--- src/rtl/monitor_contador_pkg.sv ---
// Shared definitions for the sequence monitor: FSM encoding, widths and index arithmetic.
package monitor_contador_pkg;

  localparam int unsigned EntryW   = 4;
  localparam int unsigned CountW   = 8;
  localparam logic [CountW-1:0] CountMax = 8'd255;

  typedef enum logic {
    StAcquire = 1'b0,
    StTrack   = 1'b1
  } state_e;

  // Position following k in a sequence of len entries.
  function automatic logic [EntryW-1:0] next_idx(input logic [EntryW-1:0] k,
                                                 input int unsigned len);
    if (32'(k) + 32'd1 >= len) begin
      return '0;
    end
    return k + EntryW'(1);
  endfunction

endpackage

--- src/rtl/monitor_contador_buscador_indice.sv ---
// Combinational search of a sampled value in the programmed sequence table.
module monitor_contador_buscador_indice
  import monitor_contador_pkg::*;
#(
  parameter int unsigned SEQ_LEN = 6,
  parameter logic [63:0] SEQ     = 64'h0000_0000_00FC_9530
) (
  input  logic [EntryW-1:0] q,
  output logic              hit,
  output logic [EntryW-1:0] index
);

  // Scan from the top so the lowest matching index is the one left standing.
  always_comb begin
    hit   = 1'b0;
    index = '0;
    for (int k = int'(SEQ_LEN) - 1; k >= 0; k--) begin
      if (SEQ[4*k +: EntryW] == q) begin
        hit   = 1'b1;
        index = EntryW'(k);
      end
    end
  end

endmodule

--- src/rtl/monitor_contador.sv ---
// Sequence monitor for the arbitrary counter: locks onto SEQ and reports errors and wrap.
// Define MONITOR_DISPLAY_EN to print error and lock events in simulation.
module monitor_contador
  import monitor_contador_pkg::*;
#(
  parameter int unsigned SEQ_LEN  = 6,
  parameter logic [63:0] SEQ      = 64'h0000_0000_00FC_9530,
  parameter int unsigned LOCK_CNT = 3
) (
  input  logic              C,
  input  logic              R,
  input  logic [EntryW-1:0] Q,
  output logic              locked,
  output logic              err,
  output logic              err_sticky,
  output logic [CountW-1:0] err_count,
  output logic [EntryW-1:0] idx,
  output logic              wrap
);

  localparam logic [EntryW-1:0] LockRun = EntryW'(LOCK_CNT);

  state_e              state_q, state_d;
  logic [EntryW-1:0]   exp_q, exp_d;
  logic [EntryW-1:0]   run_q, run_d;
  logic [EntryW-1:0]   idx_q, idx_d;
  logic                locked_q, locked_d;
  logic                err_q, err_d;
  logic                sticky_q, sticky_d;
  logic [CountW-1:0]   cnt_q, cnt_d;
  logic                wrap_q, wrap_d;

  logic                hit;
  logic [EntryW-1:0]   hit_idx;
  logic [EntryW-1:0]   exp_val;

  monitor_contador_buscador_indice #(
    .SEQ_LEN (SEQ_LEN),
    .SEQ     (SEQ)
  ) u_buscador (
    .q     (Q),
    .hit   (hit),
    .index (hit_idx)
  );

  assign exp_val = SEQ[{exp_q, 2'b00} +: EntryW];

  always_comb begin
    state_d  = state_q;
    exp_d    = exp_q;
    run_d    = run_q;
    idx_d    = idx_q;
    locked_d = locked_q;
    err_d    = 1'b0;
    sticky_d = sticky_q;
    cnt_d    = cnt_q;
    wrap_d   = 1'b0;
    unique case (state_q)
      StAcquire: begin
        if (hit) begin
          state_d  = StTrack;
          idx_d    = hit_idx;
          exp_d    = next_idx(hit_idx, SEQ_LEN);
          run_d    = EntryW'(1);
          locked_d = (LOCK_CNT == 32'd1);
        end
      end
      StTrack: begin
        if (Q == exp_val) begin
          idx_d    = exp_q;
          exp_d    = next_idx(exp_q, SEQ_LEN);
          run_d    = (run_q >= LockRun) ? LockRun : run_q + EntryW'(1);
          locked_d = (run_d == LockRun);
          wrap_d   = (exp_q == '0) && (SEQ_LEN > 32'd1);
        end else begin
          err_d    = 1'b1;
          sticky_d = 1'b1;
          cnt_d    = (cnt_q == CountMax) ? cnt_q : cnt_q + CountW'(1);
          locked_d = 1'b0;
          // Resync on the same edge if the sample sits elsewhere in the table.
          if (hit) begin
            idx_d = hit_idx;
            exp_d = next_idx(hit_idx, SEQ_LEN);
            run_d = EntryW'(1);
          end else begin
            state_d = StAcquire;
            run_d   = '0;
          end
        end
      end
    endcase
  end

  always_ff @(posedge C or posedge R) begin
    if (R) begin
      state_q  <= StAcquire;
      exp_q    <= '0;
      run_q    <= '0;
      idx_q    <= '0;
      locked_q <= 1'b0;
      err_q    <= 1'b0;
      sticky_q <= 1'b0;
      cnt_q    <= '0;
      wrap_q   <= 1'b0;
    end else begin
      state_q  <= state_d;
      exp_q    <= exp_d;
      run_q    <= run_d;
      idx_q    <= idx_d;
      locked_q <= locked_d;
      err_q    <= err_d;
      sticky_q <= sticky_d;
      cnt_q    <= cnt_d;
      wrap_q   <= wrap_d;
    end
  end

  assign locked     = locked_q;
  assign err        = err_q;
  assign err_sticky = sticky_q;
  assign err_count  = cnt_q;
  assign idx        = idx_q;
  assign wrap       = wrap_q;

`ifdef MONITOR_DISPLAY_EN
  always @(posedge C) begin
    if (!R && err_d) begin
      $display("%0t monitor_contador: expected %h sampled %h err_count %0d",
               $time, exp_val, Q, cnt_d);
    end
    if (!R && locked_d && !locked_q) begin
      $display("%0t monitor_contador: locked", $time);
    end
  end
`else
  // Synthesizable build: no simulation reporting.
`endif

endmodule

--- config.mk ---
export PLATFORM = sky130hd
export DESIGN_NAME = monitor_contador
export DESIGN_NICKNAME = d
export VERILOG_FILES = /design/src/rtl/monitor_contador_pkg.sv /design/src/rtl/monitor_contador_buscador_indice.sv /design/src/rtl/monitor_contador.sv
export SDC_FILE = /design/constraint.sdc
export NUM_CORES = 1
export LEC_CHECK = 0
export BUFFER_PORTS_ARGS = -buffer_cell sky130_fd_sc_hd__buf_2
export CAP_MARGIN = 20
export CORE_UTILIZATION = 30
export DETAILED_ROUTE_END_ITERATION = 8
export PLACE_DENSITY = 0.53
export SETUP_SLACK_MARGIN = 0.1
export SYNTH_ARGS = -nofsm -noshare
export SYNTH_HDL_FRONTEND = slang
export SYNTH_HIERARCHICAL = 1
export SYNTH_SLANG_ARGS = --single-unit
--- constraint.sdc ---
create_clock -name C -period 2.85 [get_ports C]
set_input_delay 0.1425 -clock C [delete_from_list [all_inputs] [get_ports C]]
set_output_delay 0.1425 -clock C [all_outputs]
set_load 0.1 [all_outputs]
Yosys cells after proc, flatten, opt, wreduce, memory -nomap -nowiden
Index checks and enable logic that the tools add are counted.

operators by class
  $add $sub $neg = 6
  magnitude comparators = 3
  equality and inequality tests = 10
  shift operators = 1
  multiplexer cells = 47
  bitwise logic cells = 3
  reductions and logical operators = 5

operators with widths
  cell                     count
  $shiftx 64x7->4 const A  1
  $mux 4                   13
  $pmux 4 s2               3
  $mux 1                   23
  $mux 3                   6
  $add 4x1->4 const B      3
  $eq 4x4->1 const A       3
  $add 4x1->5 const B      2
  $ge 5x3->1 const B       2
  $add 8x1->8 const B      1
  $eq 8x8->1 const B       1
  $logic_not 4->1          2
  $eq 2x4->1 const A       1
  $eq 3x4->1 const A       1
  $eq 4x2->1 const B       1
  $eq 4x4->1               1
  $ge 4x2->1 const B       1
  $pmux 1 s2               2
  $reduce_and 2->1         2
  $ne 3x1->1 const B       1
  $not 1->1                3
  $reduce_and 3->1         1
  $ne 2x2->1 const B       1

word-level totals
  register bits = 25
  input port bits = 6
  output and inout bits = 16
  word-level logic and storage cells = 84

Longest topological paths before layout
  word-level depth = 17
  gate-level depth with buffers = 9
  mapped depth without buffers = 9

By module
The synthesis kept the hierarchy.

by module, submodules not included
  module                            instances  cells each  area each (sq um)  sequential area each (sq um)
  monitor_contador                  1          148         1,507.7            625.6
  monitor_contador_buscador_indice  1          13          90.1               0.0

Worst setup path after synthesis
OpenSTA, ideal clock, no wires.

  kind = register -> register
  start = register cnt_q[3] (netlist: err_count[3])
  end = register cnt_q[1] (netlist: err_count[1])
  setup time = 0.126 ns
  arrival time = 2.110 ns
  required time = 2.724 ns
  setup slack = 0.614 ns
  cell stages (with the launch flop) = 6
  path buffers = 0
  clock period less this slack = 2.236 ns
  path through = dfrtp_1 and3_1 and3_1 nand3_1 nand3b_1 mux2_2

between the ends
  longest elaborated chain between the ends = 3

ends and longest elaborated chain
  what                               RTL line                 source
  start: declaration                 monitor_contador.sv:30   logic [CountW-1:0] cnt_q, cnt_d;
  start signal: assignment           monitor_contador.sv:113  cnt_q <= cnt_d;
  $eq 8x8->1                         monitor_contador.sv:78   cnt_d = (cnt_q == CountMax) ? cnt_q : cnt_q + CountW'(1);
  $not 1->1 (no source line)         --
  $reduce_and 3->1 (no source line)  --

No other way between the ends.
A chain may end at the register's enable or synchronous reset.

Worst setup path after layout
  start = register exp_q[0]
  end = register cnt_q[1] (netlist: err_count[1])

between the ends
  longest elaborated chain between the ends = 4

ends and longest elaborated chain
  what                               RTL line                 source
  start: declaration                 monitor_contador.sv:24   logic [EntryW-1:0] exp_q, exp_d;
  start signal: assignment           monitor_contador.sv:107  exp_q <= exp_d;
  $shiftx 64x7->4                    monitor_contador.sv:46   assign exp_val = SEQ[{exp_q, 2'b00} +: EntryW];
  $eq 4x4->1                         monitor_contador.sv:69   if (Q == exp_val) begin
  $not 1->1 (no source line)         --
  $reduce_and 3->1 (no source line)  --

No other way between the ends.

==> results.md <==
- Status: finished clean
- Post-synthesis sequential area ratio: roughly two fifths
- Slowest cell on the critical path: dfrtp_1
- Post-route ant nets: 0
- Synth Flop Type: dfrtp_1
- Ports: 22
- CP max stage delay: 0.46 ns
- Setup violations, final: 0
- Final Net Count: 199
- Number of global-route vias before repair: 1120
- Worst slew pin tran: 0.6635 ns
- Pre-CTS setup slack: 0.5325 ns
- FF-to-FF path depth: 7
- Most frequent cell after synthesis: dfrtp_1
- Synth warn: 6
- Share of cells above drive strength 1: 20.11%
- TNS Setup: 0 ns
- Worst skew pair latency: around 0.27 ns
- WL/cell: 12.41 um
- Starting Density: 31.28%
- H-tree lvl count: 1
- DR vias: 1187
- Maximum fanout along the worst path: 13
- R2r startpoint: exp_q[0]
- Core area: around 5000 um^2
- Flop2flop setup slack: around 0.51 ns
- Final WS setup: 0.5073 ns
- Critical Path, Cell by Cell: ha_1, a21o_1, mux2_4, nor4_4, buf_4, nand3b_1, mux2_2
- Final min period: about 2.3 ns
- Detailed placement HPWL: 2367 um
- Most area-consuming cells after synthesis: dfrtp_1 (39%), ha_1 (6.3%), mux2i_1 (6.3%)
- Number of max-cap violations: 0
- Worst-path clk slew: approximately 0.090 ns
- Post-synthesis net count: 175
- Mapped Area: 1598 um^2
- GPL Wtd Cong: 0.8343
- Fillers: between 500 and 600
- Worst min path class: in -> async
- Port bufs: 21
- Chip width: 74.98 um
- Diodes inserted: 0
- GRT Util Overall: 12.39%
- Initial antenna violation count: 0
- Req. time, crit path: between 3 and 4 ns
- Final instance area: about 1900 um^2
- Drt drc: 0
- Slew Limit Fails: 0
- Final Hold Viols: 0
- Crit Path Class: reg -> reg
- Cell taking the most area after synthesis: dfrtp_1
- Worst hold margin: 0.2891 ns
- Mapped Cells: 161
- Drt pass-1 iters: 4
- DP Area: 1767 um^2
- Rows: 26
- Final period util: 82.20%
- Slew headroom: 55.67%
- Clock tree sinks: 25
- Synth Register Bits: 25
- PwrDens: 988.3 nW/um^2
- Die area: 5622 um^2
- Largest net degree at the start of global routing: 26
- Worst clock skew: between 0.003 and 0.004 ns
- Root buf cell: clkbuf_8
- Leakage: 0.8824 nW
- Ys async rst share: 100.0%
- CTS max path bufs: 2
- CP Launch Type: flip-flop
- Average instance area after synthesis: 9.924 um^2
- WP data arrival: between 2 and 3 ns
- Overflow after GRT: 0
- Fmax: 426.9 MHz
- Share of the synthesized area in the top cell type: 39.15%
- CTS tree: built
- Synth cell types: 45
- Crit path capture type: flip-flop
- First-pass GRT wire length: 5299 um
- Worst VDD drop: between 0.6 and 0.7 mV
- CTS Buf Count: 3
- Post-synth EDFFs: 0
- DR vias/cell: between 4 and 5
- RSZ-0062 raised after global routing: false
- Number of DRC markers in iteration 0: 26
- Synth top cells by count: dfrtp_1 (25), nor2_1 (16), mux2i_1 (10), xnor2_1 (10)
- Die Y: around 75 um
- R2R Path End: err_count[1]
- Final wirelength: 3153 um
- Layout area overhead: 15.98%
[power breakdown]
group	total (mW)	internal [mW]	leakage [nW]	switching [mW]
logic	1.06	0.268	0.546	0.794
registers	0.553	0.449	0.315	0.105
clock network	0.216	0.0990	0.0217	0.117
total	1.83	0.815	0.882	1.02
[worst max path at each step]
stage	endpoint	cells past startpoint	slack, ns	startpoint
final	err_count[1]	7	0.51	exp_q[0]
after CTS	err_count[1]	7	0.50	exp_q[0]
after global placement	err_count[1]	7	0.56	exp_q[0]
after detailed placement	err_count[1]	7	0.53	exp_q[1]
after floorplan	err_count[1]	5	0.61	err_count[3]
after global routing	err_count[1]	7	0.40	exp_q[0]
[flip-flops by register name, summed over array words and instances, names as in the netlist]
| register | cells |
|---|---|
| err_count | 8 |
| exp_q | 4 |
| idx | 4 |
| run_q | 4 |
| err | 1 |
| err_sticky | 1 |
| locked | 1 |
| state_q | 1 |
| wrap | 1 |
[critical path: cells and delay by family (launching register included)]
family / cells / cell delay [ns]
muxes: 2 / 0.66
buffers and inverters: 1 / 0.24
adders and majority gates: 1 / 0.27
and+or+nand+nor: 2 / 0.41
DFF: 1 / 0.46
AOI/OAI and AO/OA: 1 / 0.20
[repair_timing]
item,4_1_cts,5_1_grt
resized for setup,0,0
hold endpoints to repair,0,25
hold buffers,0,1
buffers inserted,0,0
[per-stage QoR]
step	power [mW]	cells	util (%)
after global placement	1.620	248	34.59
after detailed placement	1.624	248	34.59
after floorplan	1.450	161	-
after CTS	1.846	252	35.55
final	1.831	254	36.28
after global routing	1.949	254	36.28
[cell usage in the layout (no fill, tap or decap), types with 2 or more instances in the layout]
master | Yosys | final
dfrtp_1 | 25 | 25
buf_2 | 1 | 21
nor2_1 | 16 | 16
xnor2_1 | 10 | 10
mux2i_1 | 10 | 10
inv_1 | 8 | 8
o21ai_0 | 8 | 8
ha_1 | 8 | 8
nor2b_1 | 7 | 7
nand2b_1 | 6 | 6
nand2_1 | 6 | 6
mux2_4 | 4 | 4
nand3_1 | 4 | 4
nand4_1 | 4 | 4
and3_1 | 3 | 3
and2_1 | 3 | 3
xor2_1 | 3 | 3
clkbuf_8 | 0 | 3
mux2_2 | 2 | 2
a21boi_0 | 2 | 2
nor4b_1 | 2 | 2
a22oi_1 | 2 | 2
a21oi_1 | 2 | 2
nor3b_1 | 2 | 2
[cell families after synthesis]
| family | share of synthesized area [%] |
|---|---|
| mux | 11.43 |
| buf+inv | 3.837 |
| xor+xnor | 7.126 |
| fa+ha+maj | 6.265 |
| flops | 39.15 |
| compound gates | 10.42 |
| simple gates | 21.54 |
| other cells | 0.2347 |
[area by class of cell]
cell class / instances / area [um^2] / share of cell area [%]
Timing Repair Buffer: 24 / 150.1 / 8.103
Inverter: 8 / 30.03 / 1.621
Sequential cell: 25 / 625.6 / 33.76
Clock buffer: 3 / 41.29 / 2.228
Clock inverter: 1 / 7.507 / 0.4051
Multi-Input combinational cell: 123 / 910.9 / 49.16
Tap cell: 70 / 87.58 / 4.727
[layer usage]
| layer | wire, um | vias to the layer above | track usage, % |
|---|---|---|---|
| met5 | 0 | - | 0 |
| met4 | 23 | 0 | 5.031 |
| met3 | 74 | 2 | 1.205 |
| met2 | 1502 | 15 | 20.52 |
| met1 | 1552 | 565 | 16.58 |
| li1 | - | 605 | - |
Note: power is estimated with default switching activity, not from simulation.
